[src/rtl/ahb_decode_mux_err.sv]
// ---------------------------------------------------------------------------
// ahb_decode_mux_err
//
// AHB-Lite address decoder and response multiplexer for NUM_PORTS slaves,
// with a built-in default slave and a decode-error logger.
//
// Address decode is table driven. Entry i of PORT_REGION is compared with
// HADDR[31:28]. When several entries match, the lowest index wins. A
// NONSEQ/SEQ transfer that matches no entry goes to the default slave. The
// default slave answers with the standard two-cycle ERROR response. The
// logger then records the faulting address, bumps a saturating counter and
// sets a sticky interrupt flag.
//
// Ports
//   clk, RSTn      bus clock, asynchronous active-low reset
//   HADDR, HTRANS  master address-phase signals
//   HREADY, HRESP  muxed data-phase response to the master
//   HRDATA         muxed read data to the master
//   HSEL_S         one-hot slave select (combinational from HADDR)
//   HREADY_S       copy of HREADY broadcast to every slave
//   HREADYOUT_S    per-slave ready
//   HRESP_S        per-slave response
//   HRDATA_S       per-slave read data, slave i at [i*DATA_WIDTH +: DATA_WIDTH]
//   err_clr        one-cycle clear of err_irq and err_count
//   err_irq        sticky decode-error flag
//   err_addr       HADDR of the most recent unmapped transfer
//   err_count      saturating count of unmapped transfers
// ---------------------------------------------------------------------------
module ahb_decode_mux_err #(
  parameter int                     NUM_PORTS   = 4,
  parameter int                     DATA_WIDTH  = 32,
  parameter logic [NUM_PORTS*4-1:0] PORT_REGION = {4'h5, 4'h4, 4'h2, 4'h0},
  parameter int                     COUNT_WIDTH = 8
) (
  input  logic                            clk,
  input  logic                            RSTn,
  input  logic [31:0]                     HADDR,
  input  logic [1:0]                      HTRANS,
  output logic                            HREADY,
  output logic                            HRESP,
  output logic [DATA_WIDTH-1:0]           HRDATA,
  output logic [NUM_PORTS-1:0]            HSEL_S,
  output logic                            HREADY_S,
  input  logic [NUM_PORTS-1:0]            HREADYOUT_S,
  input  logic [NUM_PORTS-1:0]            HRESP_S,
  input  logic [NUM_PORTS*DATA_WIDTH-1:0] HRDATA_S,
  input  logic                            err_clr,
  output logic                            err_irq,
  output logic [31:0]                     err_addr,
  output logic [COUNT_WIDTH-1:0]          err_count
);

  typedef enum logic [1:0] {
    DEF_IDLE = 2'd0,
    DEF_ERR1 = 2'd1,
    DEF_ERR2 = 2'd2
  } def_state_t;

  function automatic logic [COUNT_WIDTH-1:0] sat_inc(input logic [COUNT_WIDTH-1:0] v);
    if (v == {COUNT_WIDTH{1'b1}}) return v;
    return v + COUNT_WIDTH'(1);
  endfunction

  logic [NUM_PORTS-1:0] hsel_p0;
  logic                 hit_p0;
  logic                 xfer_req_p0;
  logic                 err_evt_p0;

  logic [NUM_PORTS-1:0] dsel_port_p1;
  logic                 dsel_def_p1;
  def_state_t           def_state_p1;
  logic                 def_hready_p1;
  logic                 def_hresp_p1;

  logic                  hready_mux;
  logic                  hresp_mux;
  logic [DATA_WIDTH-1:0] hrdata_mux;

  // ---- address phase: priority decode, lowest matching entry wins ----
  always_comb begin
    hsel_p0 = '0;
    hit_p0  = 1'b0;
    for (int i = 0; i < NUM_PORTS; i++) begin
      if (!hit_p0 && (PORT_REGION[i*4 +: 4] == HADDR[31:28])) begin
        hsel_p0[i] = 1'b1;
        hit_p0     = 1'b1;
      end
    end
  end

  // NONSEQ (2'b10) or SEQ (2'b11); IDLE and BUSY never reach a slave.
  assign xfer_req_p0 = (HTRANS == 2'b10) || (HTRANS == 2'b11);

  // An unmapped real transfer accepted this cycle. HREADY is low during
  // ERR1, so this fires only from IDLE or ERR2 of the default slave.
  assign err_evt_p0  = hready_mux && !hit_p0 && xfer_req_p0;

  assign HSEL_S = hsel_p0;

  // ---- data phase: select register, advances only when HREADY is high ----
  always_ff @(posedge clk or negedge RSTn) begin
    if (!RSTn) begin
      dsel_port_p1 <= '0;
      dsel_def_p1  <= 1'b0;
    end else if (hready_mux) begin
      // All-zero dsel_port_p1 with dsel_def_p1 low means "no slave".
      dsel_port_p1 <= hsel_p0;
      dsel_def_p1  <= !hit_p0 && xfer_req_p0;
    end
  end

  // Default-slave FSM with registered HREADY/HRESP.
  always_ff @(posedge clk or negedge RSTn) begin
    if (!RSTn) begin
      def_state_p1  <= DEF_IDLE;
      def_hready_p1 <= 1'b1;
      def_hresp_p1  <= 1'b0;
    end else begin
      unique case (def_state_p1)
        DEF_IDLE, DEF_ERR2: begin
          if (err_evt_p0) begin
            def_state_p1  <= DEF_ERR1;
            def_hready_p1 <= 1'b0;
            def_hresp_p1  <= 1'b1;
          end else begin
            def_state_p1  <= DEF_IDLE;
            def_hready_p1 <= 1'b1;
            def_hresp_p1  <= 1'b0;
          end
        end
        DEF_ERR1: begin
          def_state_p1  <= DEF_ERR2;
          def_hready_p1 <= 1'b1;
          def_hresp_p1  <= 1'b1;
        end
        default: begin
          def_state_p1  <= DEF_IDLE;
          def_hready_p1 <= 1'b1;
          def_hresp_p1  <= 1'b0;
        end
      endcase
    end
  end

  // Error logger. A new error wins over a simultaneous clear, so the
  // counter restarts at one and the flag stays set.
  always_ff @(posedge clk or negedge RSTn) begin
    if (!RSTn) begin
      err_irq   <= 1'b0;
      err_addr  <= '0;
      err_count <= '0;
    end else begin
      if (err_evt_p0) begin
        err_addr <= HADDR;
      end
      if (err_evt_p0) begin
        err_irq <= 1'b1;
      end else if (err_clr) begin
        err_irq <= 1'b0;
      end
      if (err_clr) begin
        err_count <= err_evt_p0 ? COUNT_WIDTH'(1) : '0;
      end else if (err_evt_p0) begin
        err_count <= sat_inc(err_count);
      end
    end
  end

  // ---- data phase: response mux ----
  always_comb begin
    hready_mux = 1'b1;
    hresp_mux  = 1'b0;
    hrdata_mux = '0;
    if (dsel_def_p1) begin
      hready_mux = def_hready_p1;
      hresp_mux  = def_hresp_p1;
    end else begin
      for (int i = 0; i < NUM_PORTS; i++) begin
        if (dsel_port_p1[i]) begin
          hready_mux = HREADYOUT_S[i];
          hresp_mux  = HRESP_S[i];
          hrdata_mux = HRDATA_S[i*DATA_WIDTH +: DATA_WIDTH];
        end
      end
    end
  end

  assign HREADY   = hready_mux;
  assign HRESP    = hresp_mux;
  assign HRDATA   = hrdata_mux;
  assign HREADY_S = hready_mux;

endmodule
[config.mk]
export PLATFORM = sky130hd
export DESIGN_NAME = ahb_decode_mux_err
export DESIGN_NICKNAME = d
export VERILOG_FILES = /design/src/rtl/ahb_decode_mux_err.sv
export SDC_FILE = /design/constraint.sdc
export NUM_CORES = 1
export LEC_CHECK = 0
export ABC_AREA = 1
export CAP_MARGIN = 25
export CORE_ASPECT_RATIO = 1.1
export CORE_MARGIN = 2
export CORE_UTILIZATION = 34
export DETAILED_ROUTE_END_ITERATION = 12
export PLACE_DENSITY = 0.79
export SLEW_MARGIN = 0
export SYNTH_ARGS = -nofsm -noshare
export SYNTH_HDL_FRONTEND = slang
export SYNTH_SLANG_ARGS = --single-unit
[constraint.sdc]
create_clock -name clk -period 1.65 [get_ports clk]
set_input_delay 0.33 -clock clk [delete_from_list [all_inputs] [get_ports clk]]
set_output_delay 0.33 -clock clk [all_outputs]
set_load 0.02 [all_outputs]
==> impl_summary.log <==
[metrics] number of fill cells: 736
[metrics] IR Drop Worst-Case VDD: 0.001198 V
[metrics] multi-input combinational cell area: 1927 sq um
[metrics] clock latency on the worst-skew pair: 0.30 ns
[metrics] count of endpoints failing hold in the final timing report: 0
[metrics] Pwr Total: 0.007392 W
[metrics] total length of routed wires: 14.85 mm
[metrics] area of the core region: 9259 sq um
[metrics] starting density of the core: 0.3469
[metrics] required time worst endpoint: 1.32 ns
[metrics] sequential share of power: 0.252
[metrics] slowest cell delay on critical path: 0.47 ns
[metrics] maximum clock path buffer count: 2
[metrics] number of buffers created by CTS: 5
[metrics] minimum setup slack after placement: -0.5942 ns
[metrics] number of global-route vias before repair: 4,361
[metrics] measured slew at the worst slew-check pin: 0.4670 ns
[metrics] setup repair after global routing missed its margin: yes
[metrics] Async S/R FF share, synth: 1.000
[metrics] Clock H-tree levels: 2
[metrics] CP Max Fanout: 7
[metrics] height of the die: 105.9 um
[metrics] relative slew slack: 0.6887
[metrics] clock tree from TritonCTS: yes
[metrics] power share of the combinational group: 0.606
[metrics] placed instance area: 6153 sq um
[metrics] biggest area consumer among synthesized cells: sky130_fd_sc_hd__dfrtp_1
[metrics] final-report setup violation count: 81
[metrics] Final WS setup: -0.3150 ns
[metrics] Crit Path Class: flop to output port
[metrics] Mapped Cells: 453
[metrics] Post-Layout Inst Area: 6608 sq um
[metrics] CTS sink count: 50
[metrics] Overall Global Routing Usage: 0.2766
[metrics] antenna violations before repair: 1
[metrics] Residual DRC: 0
[metrics] Nets: 898
[metrics] internal power: 0.004431 W
[metrics] drt pass-1 iters: 5
[metrics] DRT iter0 DRCs: 195
[metrics] synthesized area per cell: 7.090 sq um
[metrics] Storage cell area: 1255 sq um
[metrics] static leakage power: 3.234 nW
[metrics] ordered list of cells on the worst path: nor2_8, buf_6, nand2_2, nand2_1, nand2_1, nand2_2, nand2_4, buf_12, buf_8
[metrics] wire length of the first global-routing pass: 22.89 mm
[metrics] fraction of layout instances using a drive strength above 1: 0.2234
[metrics] Post-synth top flop: sky130_fd_sc_hd__dfrtp_1
[metrics] kind of path behind the tightest hold check: flop to flop
[metrics] Vias per Instance: 5.231
[metrics] Crit-path slowest cell: sky130_fd_sc_hd__dfrtp_2
[metrics] maximum achievable frequency: 0.5089 GHz
[metrics] clock edge transition at the registers on the reported setup and hold paths: 0.09 ns
[metrics] Root Buffer Master: sky130_fd_sc_hd__clkbuf_8
[metrics] post-route minimum period: 1.965 ns
[metrics] number of flops mapped to enable cells by yosys: 0
[metrics] max-cap check violation count: 0
[metrics] cell area after technology mapping: 3212 sq um
[metrics] largest net degree at the start of global routing: 34
[metrics] total via count after detailed routing: 4,410
[metrics] top-area cell type share of the netlist area: 0.3818
[metrics] flip-flop and latch count after synthesis: 50
[metrics] final non-filler cell total: 843
[metrics] Detailed Place HPWL: 10.92 mm
[metrics] Die X: 96.67 um
[metrics] critical path launch point type: flop
[metrics] Arr. time, crit path: 1.63 ns
[metrics] sequential share of the synthesized area: 0.3899
[metrics] global route overflow: 0
[metrics] wire length per cell: 17.62 um
[metrics] number of warnings printed during yosys synthesis: 0
[metrics] Synth area leaders: sky130_fd_sc_hd__dfrtp_1 38%, sky130_fd_sc_hd__nand2_1 15%, sky130_fd_sc_hd__o21ai_0 11%
[metrics] relative area change from synthesis to final layout: 105.7%
[metrics] net count of the mapped netlist: 627
[metrics] reg2reg setup slack: -0.25 ns
[metrics] # rows: 37
[metrics] final weighted congestion of routability-driven global placement: 0.9575
[metrics] DIE AREA: 10,240 sq um
[metrics] Switch Pwr: 0.002961 W
[metrics] switch share: 0.4005
[metrics] IO Count: 253
[metrics] antenna violation net count after detailed routing: 0
[metrics] violations in the final reports: negative setup slack
[metrics] part of the cycle the worst path needs: 1.191
[metrics] Power Dens Cells: 1119 nW/um^2
[metrics] part of the total power dissipated in the clock network: 0.142
[metrics] number of buffer cells added on primary ports: 251
[metrics] max-slew violation count: 0
[metrics] result of the run: finished, violations left
[metrics] unique cell type count in the Yosys netlist: 28
[metrics] Critical Path End Type: output port
[metrics] placed instance count: 821
[metrics] Clock Skews: 0.007029 ns
through the flow:
| stage | hold WS (ns) | utilization | setup TNS [ns] |
|---|---|---|---|
| 2_1_floorplan | 0.03441 | - | -0.4714 |
| 3_3_place_gp | 0.2983 | 0.6646 | -39.69 |
| 3_5_place_dp | 0.3043 | 0.6646 | -42.21 |
| 4_1_cts | 0.4298 | 0.6924 | -18.01 |
| 5_1_grt | 0.4454 | 0.7134 | -23.67 |
| 6_report | 0.4259 | 0.7136 | -15.47 |
power by group through the flow:
stage               combinational (W)  sequential (W)  clock (W)
finish                        0.00448         0.00186    0.00105
global route                  0.00478         0.00192    0.00112
CTS                           0.00440         0.00187    0.00107
detailed placement            0.00409         0.00187          0
global placement              0.00401         0.00187          0
floorplan                     0.00158         0.00231          0
placed cells by master (no fill, tap or decap), types with 2 or more instances in the layout:
cell type and count:
sky130_fd_sc_hd__a21oi_1 16, sky130_fd_sc_hd__a21oi_2 22, sky130_fd_sc_hd__a22oi_1 21, sky130_fd_sc_hd__a22oi_2 11, sky130_fd_sc_hd__buf_12 11, sky130_fd_sc_hd__buf_2 2
sky130_fd_sc_hd__buf_4 58, sky130_fd_sc_hd__buf_6 15, sky130_fd_sc_hd__bufinv_16 2, sky130_fd_sc_hd__clkbuf_8 6, sky130_fd_sc_hd__clkdlybuf4s50_1 183, sky130_fd_sc_hd__dfrtp_1 47
sky130_fd_sc_hd__dfrtp_2 2, sky130_fd_sc_hd__dlygate4sd2_1 11, sky130_fd_sc_hd__dlymetal6s2s_1 17, sky130_fd_sc_hd__inv_1 13, sky130_fd_sc_hd__inv_2 5, sky130_fd_sc_hd__nand2_1 127
sky130_fd_sc_hd__nand2_2 4, sky130_fd_sc_hd__nand2_4 2, sky130_fd_sc_hd__nand3_1 40, sky130_fd_sc_hd__nand3_4 2, sky130_fd_sc_hd__nor2_1 11, sky130_fd_sc_hd__nor3_1 3
sky130_fd_sc_hd__nor3_2 4, sky130_fd_sc_hd__o21ai_0 43, sky130_fd_sc_hd__o21ai_1 22, sky130_fd_sc_hd__o21ai_2 8, sky130_fd_sc_hd__xor2_1 2
cells by family (layout without fill, tap and decap cells):
logic type / count (synthesis) / count (layout) / share of synthesized area
other cells: 0 / 1 / 0
fa+ha+maj: 1 / 1 / 0.003895
buf+inv: 57 / 328 / 0.08570
xor+xnor: 3 / 3 / 0.008182
compound gates: 145 / 145 / 0.2520
simple gates: 197 / 198 / 0.2602
flops: 50 / 50 / 0.3900
registers in the layout, indices dropped and copies added (netlist names):
| name | flops |
|---|---|
| err_addr | 32 |
| def_state_p1 | 2 |
| err_irq | 1 |
| err_count | 8 |
| def_hresp_p1 | 1 |
| def_hready_p1 | 1 |
| dsel_port_p1 | 4 |
| dsel_def_p1 | 1 |
what timing repair did:
action                                  4_1_cts  5_1_grt
setup buffers                                 5        4
hold buffers                                  1        0
gates cloned                                  3        0
pin swaps                                     9        8
endpoints found under the setup margin       97      104
resized for setup                           249       59
endpoints found under the hold margin        17        0
area by class of cell:
| type | count | share of cell area |
|---|---|---|
| clock buffers | 6 | 0.01250 |
| well taps | 117 | 0.02215 |
| flip-flops and latches | 50 | 0.1899 |
| diodes | 1 | 0.0003787 |
| repair buffers | 301 | 0.4632 |
| inverters | 19 | 0.01117 |
| clock inverters | 2 | 0.009089 |
| multi-input cells | 347 | 0.2916 |
routing by layer:
metal  wire length (um)  track usage  vias to the layer above  part of all wire
met5                  0            0                        -                 0
met4                333      0.06942                        0             0.022
met3               1270      0.07495                       23             0.086
met2               7721       0.5064                      205              0.52
met1               5526       0.3197                     2094              0.37
li1                   -            -                     2088                 -
path summary, 6_finish.rpt:
check,start,end,cells past startpoint
max,dsel_port_p1[1]$_DFFE_PN0P_,HREADY,9
min,def_state_p1[1]$_DFF_PN0_,def_state_p1[1]$_DFF_PN0_,1
max reg2reg,dsel_port_p1[1]$_DFFE_PN0P_,err_addr[28]$_DFFE_PN0P_,12
min reg2reg,def_state_p1[1]$_DFF_PN0_,def_state_p1[1]$_DFF_PN0_,1
max in group asynchronous,RSTn,err_count[0]$_DFFE_PN0P_,3
min in group asynchronous,RSTn,err_count[6]$_DFFE_PN0P_,2
Yosys cell counts (6+ instances only):
cell type,number
sky130_fd_sc_hd__clkbuf_1,20
sky130_fd_sc_hd__nor2_1,11
sky130_fd_sc_hd__buf_2,7
sky130_fd_sc_hd__a22oi_1,32
sky130_fd_sc_hd__o21ai_0,72
sky130_fd_sc_hd__nand3_1,41
sky130_fd_sc_hd__nor3_1,7
sky130_fd_sc_hd__buf_6,6
sky130_fd_sc_hd__inv_1,17
sky130_fd_sc_hd__a21oi_1,38
sky130_fd_sc_hd__nand2_1,131
sky130_fd_sc_hd__dfrtp_1,49
worst max-delay path: cells and delay by family (launching register included):
kind / cells / cell delay [ns]
buffers and inverters: 3 / 0.40
flip-flops: 1 / 0.47
AND/OR/NAND/NOR: 6 / 0.46
Power figures use the tool's default switching activity.
